[src/rtl/can_pkg.sv]
// rtl/can_pkg.sv - shared CAN frame-end types and bus-level constants
// Contents: frame_end_state_t FSM encoding, RECESSIVE/DOMINANT levels,
// default End-of-Frame and Intermission lengths.
package can_pkg;

  typedef enum logic [2:0] {
    FE_IDLE,
    FE_ACK_SLOT,
    FE_ACK_DELIM,
    FE_EOF,
    FE_INTERMISSION
  } frame_end_state_t;

  localparam logic RECESSIVE = 1'b1;
  localparam logic DOMINANT  = 1'b0;

  localparam int DEFAULT_EOF_BITS          = 7;
  localparam int DEFAULT_INTERMISSION_BITS = 3;

endpackage

[src/rtl/frame_end_sequencer_if.sv]
// rtl/frame_end_sequencer_if.sv - bit-stream side bundle of the frame-end sequencer
// master: bit-stream processor side (drives enable, sample_point,
//         start_frame_end, is_transmitter, crc_ok, rx_bit, error_detected).
// slave:  frame_end_sequencer (drives tx_bit, ack_slot, eof_in_progress,
//         eof_bit_count, intermission, bus_idle and the four event pulses).
interface frame_end_sequencer_if;

  logic       enable;
  logic       sample_point;
  logic       start_frame_end;
  logic       is_transmitter;
  logic       crc_ok;
  logic       rx_bit;
  logic       error_detected;

  logic       tx_bit;
  logic       ack_slot;
  logic       eof_in_progress;
  logic [2:0] eof_bit_count;
  logic       intermission;
  logic       bus_idle;
  logic       ack_error;
  logic       form_error;
  logic       overload_request;
  logic       sof_detected;

  modport master (
    output enable, sample_point, start_frame_end, is_transmitter, crc_ok,
           rx_bit, error_detected,
    input  tx_bit, ack_slot, eof_in_progress, eof_bit_count, intermission,
           bus_idle, ack_error, form_error, overload_request, sof_detected
  );

  modport slave (
    input  enable, sample_point, start_frame_end, is_transmitter, crc_ok,
           rx_bit, error_detected,
    output tx_bit, ack_slot, eof_in_progress, eof_bit_count, intermission,
           bus_idle, ack_error, form_error, overload_request, sof_detected
  );

endinterface

[src/rtl/frame_end_sequencer.sv]
// rtl/frame_end_sequencer.sv - CAN frame tail sequencer (ACK, ACK delim, EOF, Intermission)
// Ports: clock, reset (async, active-high); bus (frame_end_sequencer_if.slave)
// carrying the sample strobe, frame-end start, role/CRC qualifiers and rx level
// in, and the registered bus drive, phase qualifiers and event pulses out.
module frame_end_sequencer
  import can_pkg::*;
#(
  parameter int EOF_BITS          = DEFAULT_EOF_BITS,
  parameter int INTERMISSION_BITS = DEFAULT_INTERMISSION_BITS
) (
  input  logic                 clock,
  input  logic                 reset,
  frame_end_sequencer_if.slave bus
);

  localparam logic [2:0] EOF_LAST = 3'(EOF_BITS);
  localparam logic [2:0] IM_LAST  = 3'(INTERMISSION_BITS);

  frame_end_state_t state_q, state_d;
  // One counter serves both EOF and Intermission; only one is ever active.
  logic [2:0] cnt_q, cnt_d;

  logic       tx_bit_q, tx_bit_d;
  logic       ack_slot_q, ack_slot_d;
  logic       eof_q, eof_d;
  logic [2:0] eof_cnt_q, eof_cnt_d;
  logic       inter_q, inter_d;
  logic       idle_q, idle_d;
  logic       ack_err_q, ack_err_d;
  logic       form_err_q, form_err_d;
  logic       ovl_q, ovl_d;
  logic       sof_q, sof_d;

  always_comb begin
    state_d    = state_q;
    cnt_d      = cnt_q;
    ack_err_d  = 1'b0;
    form_err_d = 1'b0;
    ovl_d      = 1'b0;
    sof_d      = 1'b0;

    if (!bus.enable) begin
      state_d = FE_IDLE;
    end else if (state_q != FE_IDLE && bus.error_detected) begin
      // Abort wins over any transition due this cycle and emits no pulse.
      state_d = FE_IDLE;
    end else begin
      case (state_q)
        FE_IDLE: begin
          if (bus.start_frame_end) state_d = FE_ACK_SLOT;
        end
        FE_ACK_SLOT: begin
          if (bus.sample_point) begin
            if (bus.is_transmitter && bus.rx_bit == RECESSIVE) begin
              ack_err_d = 1'b1;
              state_d   = FE_IDLE;
            end else begin
              state_d = FE_ACK_DELIM;
            end
          end
        end
        FE_ACK_DELIM: begin
          if (bus.sample_point) begin
            if (bus.rx_bit == DOMINANT) begin
              form_err_d = 1'b1;
              state_d    = FE_IDLE;
            end else begin
              state_d = FE_EOF;
              cnt_d   = 3'd1;
            end
          end
        end
        FE_EOF: begin
          if (bus.sample_point) begin
            if (bus.rx_bit == DOMINANT) begin
              // A receiver seeing dominant on the last EOF bit starts an
              // overload frame rather than flagging an error.
              if (cnt_q == EOF_LAST && !bus.is_transmitter) ovl_d = 1'b1;
              else                                          form_err_d = 1'b1;
              state_d = FE_IDLE;
            end else if (cnt_q == EOF_LAST) begin
              state_d = FE_INTERMISSION;
              cnt_d   = 3'd1;
            end else begin
              cnt_d = cnt_q + 3'd1;
            end
          end
        end
        FE_INTERMISSION: begin
          if (bus.sample_point) begin
            if (bus.rx_bit == DOMINANT) begin
              // Dominant on the final intermission bit is taken as the next SOF.
              if (cnt_q == IM_LAST) sof_d = 1'b1;
              else                  ovl_d = 1'b1;
              state_d = FE_IDLE;
            end else if (cnt_q == IM_LAST) begin
              state_d = FE_IDLE;
            end else begin
              cnt_d = cnt_q + 3'd1;
            end
          end
        end
        default: state_d = FE_IDLE;
      endcase
    end

    if (state_d == FE_IDLE) cnt_d = 3'd0;

    // ACK drive is decided on ACK_SLOT entry and held for the whole slot.
    tx_bit_d = RECESSIVE;
    if (state_d == FE_ACK_SLOT) begin
      if (state_q == FE_ACK_SLOT)                   tx_bit_d = tx_bit_q;
      else if (!bus.is_transmitter && bus.crc_ok)   tx_bit_d = DOMINANT;
    end

    ack_slot_d = (state_d == FE_ACK_SLOT);
    eof_d      = (state_d == FE_EOF);
    eof_cnt_d  = (state_d == FE_EOF) ? cnt_d : 3'd0;
    inter_d    = (state_d == FE_INTERMISSION);
    idle_d     = (state_d == FE_IDLE);
  end

  always_ff @(posedge clock or posedge reset) begin
    if (reset) begin
      state_q    <= FE_IDLE;
      cnt_q      <= 3'd0;
      tx_bit_q   <= RECESSIVE;
      ack_slot_q <= 1'b0;
      eof_q      <= 1'b0;
      eof_cnt_q  <= 3'd0;
      inter_q    <= 1'b0;
      idle_q     <= 1'b1;
      ack_err_q  <= 1'b0;
      form_err_q <= 1'b0;
      ovl_q      <= 1'b0;
      sof_q      <= 1'b0;
    end else begin
      state_q    <= state_d;
      cnt_q      <= cnt_d;
      tx_bit_q   <= tx_bit_d;
      ack_slot_q <= ack_slot_d;
      eof_q      <= eof_d;
      eof_cnt_q  <= eof_cnt_d;
      inter_q    <= inter_d;
      idle_q     <= idle_d;
      ack_err_q  <= ack_err_d;
      form_err_q <= form_err_d;
      ovl_q      <= ovl_d;
      sof_q      <= sof_d;
    end
  end

  assign bus.tx_bit           = tx_bit_q;
  assign bus.ack_slot         = ack_slot_q;
  assign bus.eof_in_progress  = eof_q;
  assign bus.eof_bit_count    = eof_cnt_q;
  assign bus.intermission     = inter_q;
  assign bus.bus_idle         = idle_q;
  assign bus.ack_error        = ack_err_q;
  assign bus.form_error       = form_err_q;
  assign bus.overload_request = ovl_q;
  assign bus.sof_detected     = sof_q;

endmodule

[src/flat_wrapper.sv]
// flat-port wrapper written by rule: the top's interface ports become plain ports
module frame_end_sequencer_flat import can_pkg::*;
#(
  parameter int EOF_BITS          = DEFAULT_EOF_BITS,
  parameter int INTERMISSION_BITS = DEFAULT_INTERMISSION_BITS
)
  (clock, reset, bus_enable, bus_sample_point, bus_start_frame_end, bus_is_transmitter, bus_crc_ok, bus_rx_bit, bus_error_detected, bus_tx_bit, bus_ack_slot, bus_eof_in_progress, bus_eof_bit_count, bus_intermission, bus_bus_idle, bus_ack_error, bus_form_error, bus_overload_request, bus_sof_detected);
  frame_end_sequencer_if bus_i ();
  input  logic clock;
  input  logic reset;
  input wire logic [$bits(bus_i.enable)-1:0] bus_enable;
  input wire logic [$bits(bus_i.sample_point)-1:0] bus_sample_point;
  input wire logic [$bits(bus_i.start_frame_end)-1:0] bus_start_frame_end;
  input wire logic [$bits(bus_i.is_transmitter)-1:0] bus_is_transmitter;
  input wire logic [$bits(bus_i.crc_ok)-1:0] bus_crc_ok;
  input wire logic [$bits(bus_i.rx_bit)-1:0] bus_rx_bit;
  input wire logic [$bits(bus_i.error_detected)-1:0] bus_error_detected;
  output wire logic [$bits(bus_i.tx_bit)-1:0] bus_tx_bit;
  output wire logic [$bits(bus_i.ack_slot)-1:0] bus_ack_slot;
  output wire logic [$bits(bus_i.eof_in_progress)-1:0] bus_eof_in_progress;
  output wire logic [$bits(bus_i.eof_bit_count)-1:0] bus_eof_bit_count;
  output wire logic [$bits(bus_i.intermission)-1:0] bus_intermission;
  output wire logic [$bits(bus_i.bus_idle)-1:0] bus_bus_idle;
  output wire logic [$bits(bus_i.ack_error)-1:0] bus_ack_error;
  output wire logic [$bits(bus_i.form_error)-1:0] bus_form_error;
  output wire logic [$bits(bus_i.overload_request)-1:0] bus_overload_request;
  output wire logic [$bits(bus_i.sof_detected)-1:0] bus_sof_detected;
  assign bus_i.enable = bus_enable;
  assign bus_i.sample_point = bus_sample_point;
  assign bus_i.start_frame_end = bus_start_frame_end;
  assign bus_i.is_transmitter = bus_is_transmitter;
  assign bus_i.crc_ok = bus_crc_ok;
  assign bus_i.rx_bit = bus_rx_bit;
  assign bus_i.error_detected = bus_error_detected;
  assign bus_tx_bit = bus_i.tx_bit;
  assign bus_ack_slot = bus_i.ack_slot;
  assign bus_eof_in_progress = bus_i.eof_in_progress;
  assign bus_eof_bit_count = bus_i.eof_bit_count;
  assign bus_intermission = bus_i.intermission;
  assign bus_bus_idle = bus_i.bus_idle;
  assign bus_ack_error = bus_i.ack_error;
  assign bus_form_error = bus_i.form_error;
  assign bus_overload_request = bus_i.overload_request;
  assign bus_sof_detected = bus_i.sof_detected;
  frame_end_sequencer #(.EOF_BITS(EOF_BITS), .INTERMISSION_BITS(INTERMISSION_BITS)) u_core (.clock(clock), .reset(reset), .bus(bus_i));
endmodule
[config.mk]
export PLATFORM = sky130hd
export DESIGN_NAME = frame_end_sequencer_flat
export DESIGN_NICKNAME = d
export VERILOG_FILES = /design/src/rtl/can_pkg.sv /design/src/rtl/frame_end_sequencer_if.sv /design/src/rtl/frame_end_sequencer.sv /design/src/flat_wrapper.sv
export SDC_FILE = /design/constraint.sdc
export NUM_CORES = 1
export LEC_CHECK = 0
export CAP_MARGIN = 20
export CORE_MARGIN = 2
export CORE_UTILIZATION = 44
export DETAILED_ROUTE_END_ITERATION = 12
export GPL_TIMING_DRIVEN = 0
export PLACE_DENSITY_LB_ADDON = 0.05
export SLEW_MARGIN = 30
export SYNTH_ARGS = -nofsm -noshare
export SYNTH_HDL_FRONTEND = slang
export SYNTH_SLANG_ARGS = --single-unit
[constraint.sdc]
create_clock -name clock -period 1.84 [get_ports clock]
set_input_delay 0.368 -clock clock [delete_from_list [all_inputs] [get_ports clock]]
set_output_delay 0.368 -clock clock [all_outputs]
set_load 0.1 [all_outputs]
==> flow_summary.yaml <==
finish:
  final_cells: 152
  syn2layout_area_growth_pct: 25.6
  final_nets: 138
  layout-drive-gt1-share_pct: 33.1
  antenna_cells: 0
grt:
  antenna_found_initial: 0
  grt_max_degree: 19
  grt_pass1_vias: 730
  grt_pass1_wl_um: 3220
  grt_overflow: 0
  grtUsageTotal_pct: 16.6
worst_setup_path:
  reg2reg_slack_ps: 80
  reg2reg_from: "u_core.cnt_q[1]$_DFF_PP0_"
  crit_start: "u_core.cnt_q[1]$_DFF_PP0_"
  reg2reg_depth: 6
  cp.required_ps: 2020
  crit_type: "reg -> reg"
  endpoint_kind: "flip-flop"
  crit_arrival_ps: 1940
  crit_path_max_fanout: 5
  cp-endpoint: "u_core.cnt_q[1]$_DFF_PP0_"
  crit_path_start_kind: "flip-flop"
  reg2reg_to: "u_core.cnt_q[1]$_DFF_PP0_"
die:
  rows: 17
  io_pins: 21
  die-area_sq_mm: 0.00264
  initial_core_util_pct: 45.4
  die_w_um: 51.3
  fp.dieH_um: 51.3
  coreArea_sq_mm: 0.00217
synth:
  syn_avg_cell_area_sq_um: 9.86
  yosysUniqueCellTypes: 36
  ys_top_cells_by_count: "16 x dfrtp_1, 12 x nor2_1, 8 x nand2_1"
  synth_top_area_share_pct: 40.6
  yosys_warnings: 0
  synth-main-ff-cell: "dfrtp_1"
  synth_area_leaders: "dfrtp_1 41%, dfstp_2 5.3%, ha_1 5.1%"
  ys_ff_latch: 18
  syn_area_sq_um: 986
  synth_top_area_cell: "dfrtp_1"
  syn_nets: 113
  synth_most_common_cell: "dfrtp_1"
  postSynthCellCount: 100
  synth_edf_count: 0
  async_flop_share_pct: 100
  yosysSeqAreaShare_pct: 45.9
hold_path:
  hp-class: "in -> reg"
power:
  combPwrFrac_pct: 19.5
  powerDensity_mw_per_mm2: 663
  ir_drop_uv: 499
  p_int_mw: 0.577
  leakagePower_nw: 0.589
  seqPwrFrac_pct: 50.4
  p_sw_mw: 0.245
  switching_share_pct: 29.8
  clkPwrFrac_pct: 30.1
  p_total_mw: 0.821
sta:
  tightestPinTransition_ps: 658
  skew_ps: 5.45
  slew_viol_final: 0
  max-slew-margin-rel_pct: 56.1
  max_freq_ghz: 0.568
  layout_min_cycle_time_ps: 1760
  period_share_pct: 95.7
  setup_viol_count_final: 0
  hold_viol: 0
  rsz0062_at_grt: "true"
detailed_routing:
  viasPerCell: 4.99
  route.met2.wl_um: 869
  wl_met3_um: 62
  dr.pass1.iters: 4
  drt-met1-wl_um: 892
  antenna_left: 0
  finalWirelength_um: 1840
  drc: 0
  vias: 759
  drt_iter0_drc: 7
  top_layer_used: "met4"
  wire_per_inst_um: 12.1
clock_network:
  cts.sinks: 18
  hold_buffers: 0
  htree_levels: 1
  cts_tree: "done"
  cts-buffers-inserted: 3
  clock_latency_ps: 290
  cts_buffer_depth: 2
  clkTransAtPathRegs_ps: 110
  cts_root_buf: "clkbuf_4"
job:
  max-cap-violations: 0
placement:
  port_buffers: 19
  dp_hpwl_um: 1390
  numPlacedInstances: 147
  gp_congestion: 0.802
status:
  status: "finished, final reports clean"
[cells by family after synthesis]
kind of cell,count (synthesis),share of synthesized area (%)
muxes,1,1.52
AOI/OAI and AO/OA,22,16.9
DFF,18,45.9
adders and majority gates,4,5.08
and+or+nand+nor,44,26.0
buffers and inverters,11,4.57
[worst max-delay path, cell delays in order (launching register included)]
cell	delay, ps
dfrtp_1	400
ha_2	210
ha_4	170
and2_4	150
a32o_2	290
o31ai_4	350
nor2_1	70
[what timing repair did]
action | CTS | global route
resized for setup | 24 | 19
buffers inserted | 0 | 1
pin swaps | 1 | 5
gates cloned | 0 | 0
endpoints found under the setup margin | 15 | 13
[through the flow]
step                cell area, sq um  utilization [%]  TNS (ps)  hold WS (ps)  setup WS, ps
finish                          1240             57.1         0           409          78.5
global route                    1240             57.1     -43.4           416         -23.5
CTS                             1250             57.6         0           411         0.694
detailed placement              1210             55.8      -942           571          -161
global placement                1210             55.8      -918           550          -158
floorplan                        986                -         0           305           117
[layout make-up]
cell class,count,area (sq um)
Buffer,3,15.0
Clock buffer,4,36.3
Fill cell,217,931
Inverter,8,30.0
Multi-Input combinational cell,71,519
Sequential cell,18,453
Tap cell,28,35.0
Timing Repair Buffer,20,150
[power by group through the flow]
stage	clock network [mW]	registers, mW	logic [mW]
3_3_place_gp	0	0.421	0.164
5_1_grt	0.278	0.415	0.173
2_1_floorplan	0	0.470	0.0701
4_1_cts	0.250	0.414	0.163
3_5_place_dp	0	0.422	0.165
6_report	0.247	0.414	0.160
[worst min path at each step]
stage	from	to	slack [ps]	cells after the start
after floorplan	reset	u_core.bus.ack_error$_DFF_PP0_	310	1
after global placement	u_core.cnt_q[1]$_DFF_PP0_	u_core.cnt_q[1]$_DFF_PP0_	550	2
after detailed placement	u_core.cnt_q[1]$_DFF_PP0_	u_core.cnt_q[1]$_DFF_PP0_	570	2
after CTS	bus_sample_point	u_core.bus.sof_detected$_DFF_PP0_	410	3
after global routing	bus_sample_point	u_core.bus.sof_detected$_DFF_PP0_	420	3
final	bus_sample_point	u_core.bus.sof_detected$_DFF_PP0_	410	3
[layout by cell type (no fill, tap or decap), types with 3 or more instances in the layout]
cell type | synthesis | final
and2_1 | 5 | 4
buf_2 | 3 | 3
clkbuf_2 | 0 | 10
clkbuf_4 | 0 | 3
clkdlybuf4s50_1 | 0 | 7
dfrtp_1 | 16 | 16
inv_1 | 6 | 6
nand2_1 | 8 | 8
nand2b_1 | 3 | 3
nor2_1 | 12 | 12
o21ai_0 | 6 | 6
o21ai_1 | 3 | 3
[sequential cells by signal, indices dropped and copies added, names as in the netlist]
register	flops
u_core.bus.ack_error	1
u_core.bus.ack_slot	1
u_core.bus.bus_idle	1
u_core.bus.eof_bit_count	3
u_core.bus.eof_in_progress	1
u_core.bus.form_error	1
u_core.bus.intermission	1
u_core.bus.overload_request	1
u_core.bus.sof_detected	1
u_core.bus.tx_bit	1
u_core.cnt_q	3
u_core.state_q	3
[per-layer routing]
metal	vias to the layer above	global-route usage, %
met5	-	0
met2	13	26.2
li1	392	-
met1	352	22.7
met3	2	2.63
met4	0	6.58
Note: power is estimated with default switching activity, not from simulation.
